`src/rtl/mem_access_unit.sv`:
```
// rtl/mem_access_unit.sv - MEM-stage load/store unit with misaligned split into two bus beats
module mem_access_unit (
  input  logic        clk,
  input  logic        rst,
  input  logic        valid_i,
  input  logic [4:0]  mem_op,
  input  logic [31:0] addr_i,
  input  logic [31:0] wdata_i,
  output logic        stall_o,
  output logic [31:0] rdata_o,
  output logic        done_o,
  output logic        err_o,
  output logic        bus_req,
  output logic        bus_we,
  output logic [31:0] bus_addr,
  output logic [31:0] bus_wdata,
  output logic [3:0]  bus_be,
  input  logic        bus_ready,
  input  logic [31:0] bus_rdata
);

  typedef enum logic [1:0] {IDLE, BEAT0, BEAT1, DONE} state_t;
  state_t state;

  logic        is_store_q;
  logic [2:0]  width_q;
  logic [1:0]  off_q;
  logic [3:0]  be_hi_q;
  logic [31:0] wd_hi_q;
  logic [31:0] lo_q;

  logic        req, illegal, legal;
  logic [3:0]  mask;
  logic [7:0]  be8_new;
  logic [63:0] wd64_new;
  logic [31:0] lo_sel, hi_sel, r, load_result;

  always_comb begin
    req     = valid_i & (mem_op[3] | mem_op[4]);
    illegal = req & ((mem_op[3] & mem_op[4]) |
                     (mem_op[2:0] == 3'b111) | (mem_op[2:0] == 3'b011) |
                     (mem_op[2:0] == 3'b110) | (mem_op[4] & mem_op[2]));
    legal   = req & ~illegal;
    case (mem_op[1:0])
      2'b00:   mask = 4'b0001;
      2'b01:   mask = 4'b0011;
      2'b10:   mask = 4'b1111;
      default: mask = 4'b0000;
    endcase
    be8_new  = {4'b0000, mask} << addr_i[1:0];
    wd64_new = {32'b0, wdata_i} << {addr_i[1:0], 3'b000};
  end

  // Reassemble from the beat completing this cycle; hi stays 0 for single-beat accesses.
  always_comb begin
    lo_sel = (state == BEAT1) ? lo_q : bus_rdata;
    hi_sel = (state == BEAT1) ? bus_rdata : 32'b0;
    r      = 32'({hi_sel, lo_sel} >> {off_q, 3'b000});
    case (width_q)
      3'b000:  load_result = {{24{r[7]}}, r[7:0]};
      3'b001:  load_result = {{16{r[15]}}, r[15:0]};
      3'b100:  load_result = {24'b0, r[7:0]};
      3'b101:  load_result = {16'b0, r[15:0]};
      default: load_result = r;
    endcase
    if (is_store_q) load_result = 32'b0;
  end

  assign stall_o = ~rst & ((state == BEAT0) | (state == BEAT1) | ((state == IDLE) & legal));

  always_ff @(posedge clk) begin
    if (rst) begin
      state      <= IDLE;
      bus_req    <= 1'b0;
      bus_we     <= 1'b0;
      bus_addr   <= 32'b0;
      bus_wdata  <= 32'b0;
      bus_be     <= 4'b0;
      rdata_o    <= 32'b0;
      done_o     <= 1'b0;
      err_o      <= 1'b0;
      is_store_q <= 1'b0;
      width_q    <= 3'b0;
      off_q      <= 2'b0;
      be_hi_q    <= 4'b0;
      wd_hi_q    <= 32'b0;
      lo_q       <= 32'b0;
    end else begin
      done_o <= 1'b0;
      err_o  <= 1'b0;
      case (state)
        IDLE: begin
          err_o <= illegal;
          if (legal) begin
            state      <= BEAT0;
            is_store_q <= mem_op[4];
            width_q    <= mem_op[2:0];
            off_q      <= addr_i[1:0];
            be_hi_q    <= be8_new[7:4];
            wd_hi_q    <= wd64_new[63:32];
            bus_req    <= 1'b1;
            bus_we     <= mem_op[4];
            bus_addr   <= {addr_i[31:2], 2'b00};
            bus_be     <= be8_new[3:0];
            bus_wdata  <= wd64_new[31:0];
          end
        end
        BEAT0: if (bus_ready) begin
          if (be_hi_q != 4'b0) begin
            state     <= BEAT1;
            bus_addr  <= bus_addr + 32'd4;
            bus_be    <= be_hi_q;
            bus_wdata <= wd_hi_q;
            lo_q      <= bus_rdata;
          end else begin
            state   <= DONE;
            bus_req <= 1'b0;
            done_o  <= 1'b1;
            rdata_o <= load_result;
          end
        end
        BEAT1: if (bus_ready) begin
          state   <= DONE;
          bus_req <= 1'b0;
          done_o  <= 1'b1;
          rdata_o <= load_result;
        end
        default: state <= IDLE;
      endcase
    end
  end

endmodule

```
`config.mk`:
```
export PLATFORM = sky130hd
export DESIGN_NAME = mem_access_unit
export DESIGN_NICKNAME = d
export VERILOG_FILES = /design/src/rtl/mem_access_unit.sv
export SDC_FILE = /design/constraint.sdc
export NUM_CORES = 1
export LEC_CHECK = 0
export ABC_AREA = 1
export CAP_MARGIN = 15
export CORE_MARGIN = 5
export CORE_UTILIZATION = 56
export DETAILED_ROUTE_END_ITERATION = 8
export PLACE_DENSITY = 0.95
export SLEW_MARGIN = 40
export SYNTH_ARGS = -nofsm -noshare
export SYNTH_HDL_FRONTEND = slang
export SYNTH_SLANG_ARGS = --single-unit
```
`constraint.sdc`:
```
create_clock -name clk -period 3.88 [get_ports clk]
set_input_delay 1.164 -clock clk [delete_from_list [all_inputs] [get_ports clk]]
set_output_delay 1.164 -clock clk [all_outputs]
set_load 0.02 [all_outputs]
```
# Yosys cells after proc, flatten, opt, wreduce, memory -nomap -nowiden

Index checks and enable logic that the tools add are counted.

Register bits: 179
Input bits: 105

Add/sub/neg operators: 1
Equal/unequal tests: 15
Shift-type cells: 3
Multiplexer cells: 35
Bitwise gates (word level): 17
Reductions and logical operators: 14

Operator list:

| kind                                                                   | count |
|---|---|
| 32-bit two-way mux                                                     | 12 |
| 32-bit one-hot mux with 2 select lines                                 | 3 |
| 32-bit one-hot mux with 4 select lines                                 | 1 |
| 32-bit by 5-bit left shift with 64-bit output                          | 1 |
| 64-bit by 5-bit right shift with 32-bit output                         | 1 |
| 32-bit by 3-bit adder with 32-bit output (second input constant)       | 1 |
| 3-bit equality test (second input constant)                            | 4 |
| 4-bit two-way mux                                                      | 3 |
| 4-bit one-hot mux with 3 select lines                                  | 1 |
| 1-bit two-way mux                                                      | 8 |
| 2-bit inequality test (second input constant)                          | 4 |
| 4-bit one-hot mux with 2 select lines                                  | 1 |
| 4-bit AND reduction                                                    | 2 |
| 4-bit by 2-bit left shift with 8-bit output                            | 1 |
| 1-bit AND                                                              | 7 |
| 1-bit bitwise OR                                                       | 7 |
| 2-bit two-way mux                                                      | 3 |
| 2-bit one-hot mux with 3 select lines                                  | 1 |
| 3-bit AND reduction                                                    | 2 |
| 5-bit AND reduction                                                    | 1 |
| 2-bit by 1-bit equality test with 1-bit output (second input constant) | 2 |
| 2-bit equality test (second input constant)                            | 2 |
| 2-bit logical NOT                                                      | 2 |
| 2-bit nonzero test                                                     | 2 |
| other kinds (11)                                                       | 13 |

# Depth between registers and ports, before layout

Depth in word-level cells: 11
Mapped depth: 14
Mapped depth without buffers: 13

# Worst setup path after synthesis

No wires, ideal clock.

Kind: input to output
Start point: input mem_op[0]
End point: output stall_o
Data arrival time: 2.480 ns
Slack: 0.236 ns
Stages: 9
Buffers on the path: 2
Path through: inv_1 > ha_1 > nand2_1 > nand2_1 > a21oi_2 > nand3_1 > buf_2 > buf_2 > a21oi_1

Word-level cells in the longest chain between the ends: 11
Elaborated cells on any way between the ends: 13

Ends and longest elaborated chain:

| what                | RTL line | text |
|---|---|---|
| start, declared     | 6        | `input logic [4:0] mem_op,` |
| 3-bit equality test | 41       | `(mem_op[2:0] == 3'b111) \| (mem_op[2:0] == 3'b011) \|` |
| 1-bit bitwise OR    | 40       | `illegal = req & ((mem_op[3] & mem_op[4]) \|` |
| 1-bit bitwise OR    | 41       |  |
| 1-bit bitwise OR *  | 41       |  |
| 1-bit bitwise OR *  | 42       | `(mem_op[2:0] == 3'b110) \| (mem_op[4] & mem_op[2]));` |
| 1-bit AND *         | 40       |  |
| 1-bit inverter *    | 43       | `legal = req & ~illegal;` |
| 1-bit AND *         | 43       |  |
| 1-bit AND *         | 69       | `assign stall_o = ~rst & ((state == BEAT0) \| (state == BEAT1) \| ((state == IDLE) & legal));` |
| 1-bit bitwise OR *  | 69       |  |
| 1-bit AND *         | 69       |  |
| end, declared       | 9        | `output logic stall_o,` |

Every way passes the cells marked *; elsewhere a longest branch is shown, timed or not.

# Final worst setup path

Same ends and word-level chain as after synthesis.

==> impl_metrics.ini <==
[setup_path]
cp_slowest_stage_delay_ns = 0.49
crit_fanout = 2
end_kind = primary output
crit_arrival_ns = 2.56
crit_slowest_cell = clkdlybuf4s50_1
crit_path_cell_trace = clkdlybuf4s50_1 > inv_1 > ha_1 > nand2_1 > nand2_1 > a21oi_2 > nand3_1 > a21oi_2 > buf_4
critPathLaunchType = input pin
critPathKind = in2out
required_ns = 2.72

[cts]
cts.path.max_buffers = 2
cts_root_buf = clkbuf_16
cts_buffers = 17
cts_resized = 3
holdBufCountCts = 0
clock-sinks = 168
clock_latency_ns = 0.43
htree_levels = 4
tritoncts = yes
cts.clk_slew.worst_paths_ns = 0.06
cts_setup_buffers = 0

[yosys]
syn_avg_cell_area_um2 = 6.25
ys_top_cells_by_area = dfxtp_1, nand2_1, o21ai_0
synth-xor-area-share_pct = 0
synth_largest_area_cell = dfxtp_1
synth_top_area_share_pct = 34.7
synthDistinctLibCells = 41
synth_area_mm2 = 0.00968
synth_top_family_by_area = simple AND/OR/NAND/NOR gates
synth_simple_gate_area_share_pct = 33.5
synthAdderAreaFrac_pct = 1.29
ys_seq_area_share_pct = 34.7
synthMuxAreaShare_pct = 0.827
ys_ff_latch = 168
ys_warn_count = 0
synth_compound_area_share_pct = 20.4
netlist_instances = 1549

[detailed_routing]
dr_wl_met2_um = 14500
ant_nets = 0
met3_length_um = 3680
drc_errors = 0
top_layer = met4
avgViaCountPerCell = 5.84
drt_iter0_markers = 1711
routed_wl_um = 32400
via_count = 11300
met1_length_um = 12700
drt_first_pass_iters = 7
wl_per_cell_um = 16.7

[global_route]
grt_start_max_net_pins = 70
grt_pass1_vias = 10600
antenna_found_initial = 0
overflow = 0
grt_pass1_wl_um = 52300
grt.total_usage_pct = 31.7

[status]
run_status = finished, final reports clean

[power_and_ir_drop]
report.power.total_mw = 8.15
seq_power_share_pct = 31.6
power_frac_clock_pct = 21.4
leakagePower_nw = 4.94
pwr-share-comb_pct = 46.9
p_per_area_mw_per_mm2 = 659
ir_worst_vdd_mv = 0.588
p_sw_share_pct = 43.1
cell_internal_pwr_mw = 4.64
p_switching_mw = 3.51

[floorplanning]
fp.dieH_um = 141
die_w_um = 141
start_util_pct = 56.6
num_io_pins = 210
dieArea_mm2 = 0.0200
core-area_mm2 = 0.0171
row_count = 48

[sta]
min_period_ns = 3.72
min_period_over_period_pct = 96.0
max_freq_ghz = 0.269
slew_viol_final = 0
worst_slew_pin_slew_ns = 0.848
hold_slack_ns = 0.463
rsz0062_at_grt = false
finalSetupViolations = 0
relSlewSlack_pct = 43.5
finalClockSkew_ns = 0.0103
hold_viol = 0
worst_slack_ns = 0.157

[final_layout]
layout-drive-gt1-share_pct = 5.88
num_antenna_cells = 0
final_core_util_pct = 72.3
synthToLayoutAreaGrowth_pct = 27.8
fin_nets = 1819
postLayoutCellArea_mm2 = 0.0124

[place]
placed_cell_area_mm2 = 0.0118
portBuffers = 207
place_ws_ns = -0.310
dp_hpwl_um = 22600
place_congestion = 0.958

[worst_hold_path]
hold_class = reg2reg

[flow_run]
maxCapViolCount = 0
[per-stage QoR]
step	TNS [ns]	instances
floorplan	0	1550
global placement	-0.272	1910
detailed placement	-0.310	1910
CTS	0	1942
global route	0	1942
finish	0	1942
[cell type report]
| type | instances | area (um^2) |
|---|---|---|
| repair buffers | 234 | 2290 |
| clock buffers | 18 | 439 |
| flip-flops and latches | 168 | 3360 |
| well taps | 225 | 282 |
| inverters | 104 | 397 |
| clock inverters | 14 | 163 |
| multi-input cells | 1179 | 5440 |
| fillers | 1374 | 4740 |
[critical path: cells and delay by family]
kind | cells | cell delay [ns]
buffers and inverters | 3 | 0.71
AO/OA/AOI/OAI | 2 | 0.27
AND/OR/NAND/NOR | 3 | 0.22
adder cells (fa/ha/maj) | 1 | 0.19
[placed cells by master, fill, tap and decap left out, drive strengths merged, types with 12 or more instances in the layout]
| cell | count |
|---|---|
| nand2 | 450 |
| clkbuf | 18 |
| o211ai | 15 |
| nor2 | 207 |
| o21ai | 163 |
| buf | 30 |
| a31oi | 12 |
| nand3 | 107 |
| a21oi | 141 |
| dfxtp | 168 |
| inv | 106 |
| clkdlybuf4s50 | 204 |
[path summary, 6_finish.rpt]
| path | startpoint | to | slack [ns] | depth (start not counted) |
|---|---|---|---|---|
| min reg2reg | rdata_o[2] | rdata_o[2] | 0.46 | 2 |
| max reg2reg | state[1] | bus_wdata[14] | 1.12 | 9 |
| min | rdata_o[2] | rdata_o[2] | 0.46 | 2 |
| max | mem_op[0] | stall_o | 0.16 | 9 |
[routing by layer]
metal	GRT usage, %	up-vias
li1	-	5365
met1	40.9	5091
met2	50.9	756
met3	6.54	122
met4	15.2	0
met5	0	-
[synth_stat cells, drive strengths merged]
library cell	instances
buf	55
nand4	6
nand3	107
nor2	207
inv	100
dfxtp	168
conb	1
or2	10
o31ai	6
nand2	450
clkbuf	44
a22oi	9
o211ai	15
nor3	5
ha	10
a21oi	141
o21a	9
o21bai	2
mux2i	8
a2111oi	1
a31oi	12
o22ai	9
o21ai	163
and2	1
clkinv	4
nand3b	6
[cell families (layout without fill, tap and decap cells)]
| kind of cell | Yosys count | in the layout |
|---|---|---|
| DFF | 168 | 168 |
| buffers and inverters | 203 | 370 |
| AOI/OAI and AO/OA | 367 | 367 |
| other | 1 | 2 |
| muxes | 8 | 8 |
| and+or+nand+nor | 792 | 792 |
| adders and majority gates | 10 | 10 |
[sequential cells by signal, indices dropped and copies added, names as in the netlist]
| register | cells |
|---|---|
| bus_wdata | 32 |
| is_store_q | 1 |
| done_o | 1 |
| width_q | 3 |
| off_q | 2 |
| lo_q | 32 |
| state | 2 |
| bus_req | 1 |
| be_hi_q | 3 |
| bus_addr | 30 |
| wd_hi_q | 24 |
| bus_be | 4 |
| err_o | 1 |
| rdata_o | 32 |
[power groups by stage]
| stage | sequential, mW | combinational (mW) | clock (mW) |
|---|---|---|---|
| 2_1_floorplan | 2.99 | 1.88 | 0 |
| 3_3_place_gp | 2.58 | 3.67 | 0 |
| 3_5_place_dp | 2.60 | 3.76 | 0 |
| 4_1_cts | 2.57 | 3.79 | 1.75 |
| 5_1_grt | 2.64 | 4.16 | 1.83 |
| 6_report | 2.58 | 3.83 | 1.75 |
No activity file was read; power rests on OpenSTA's default activity.
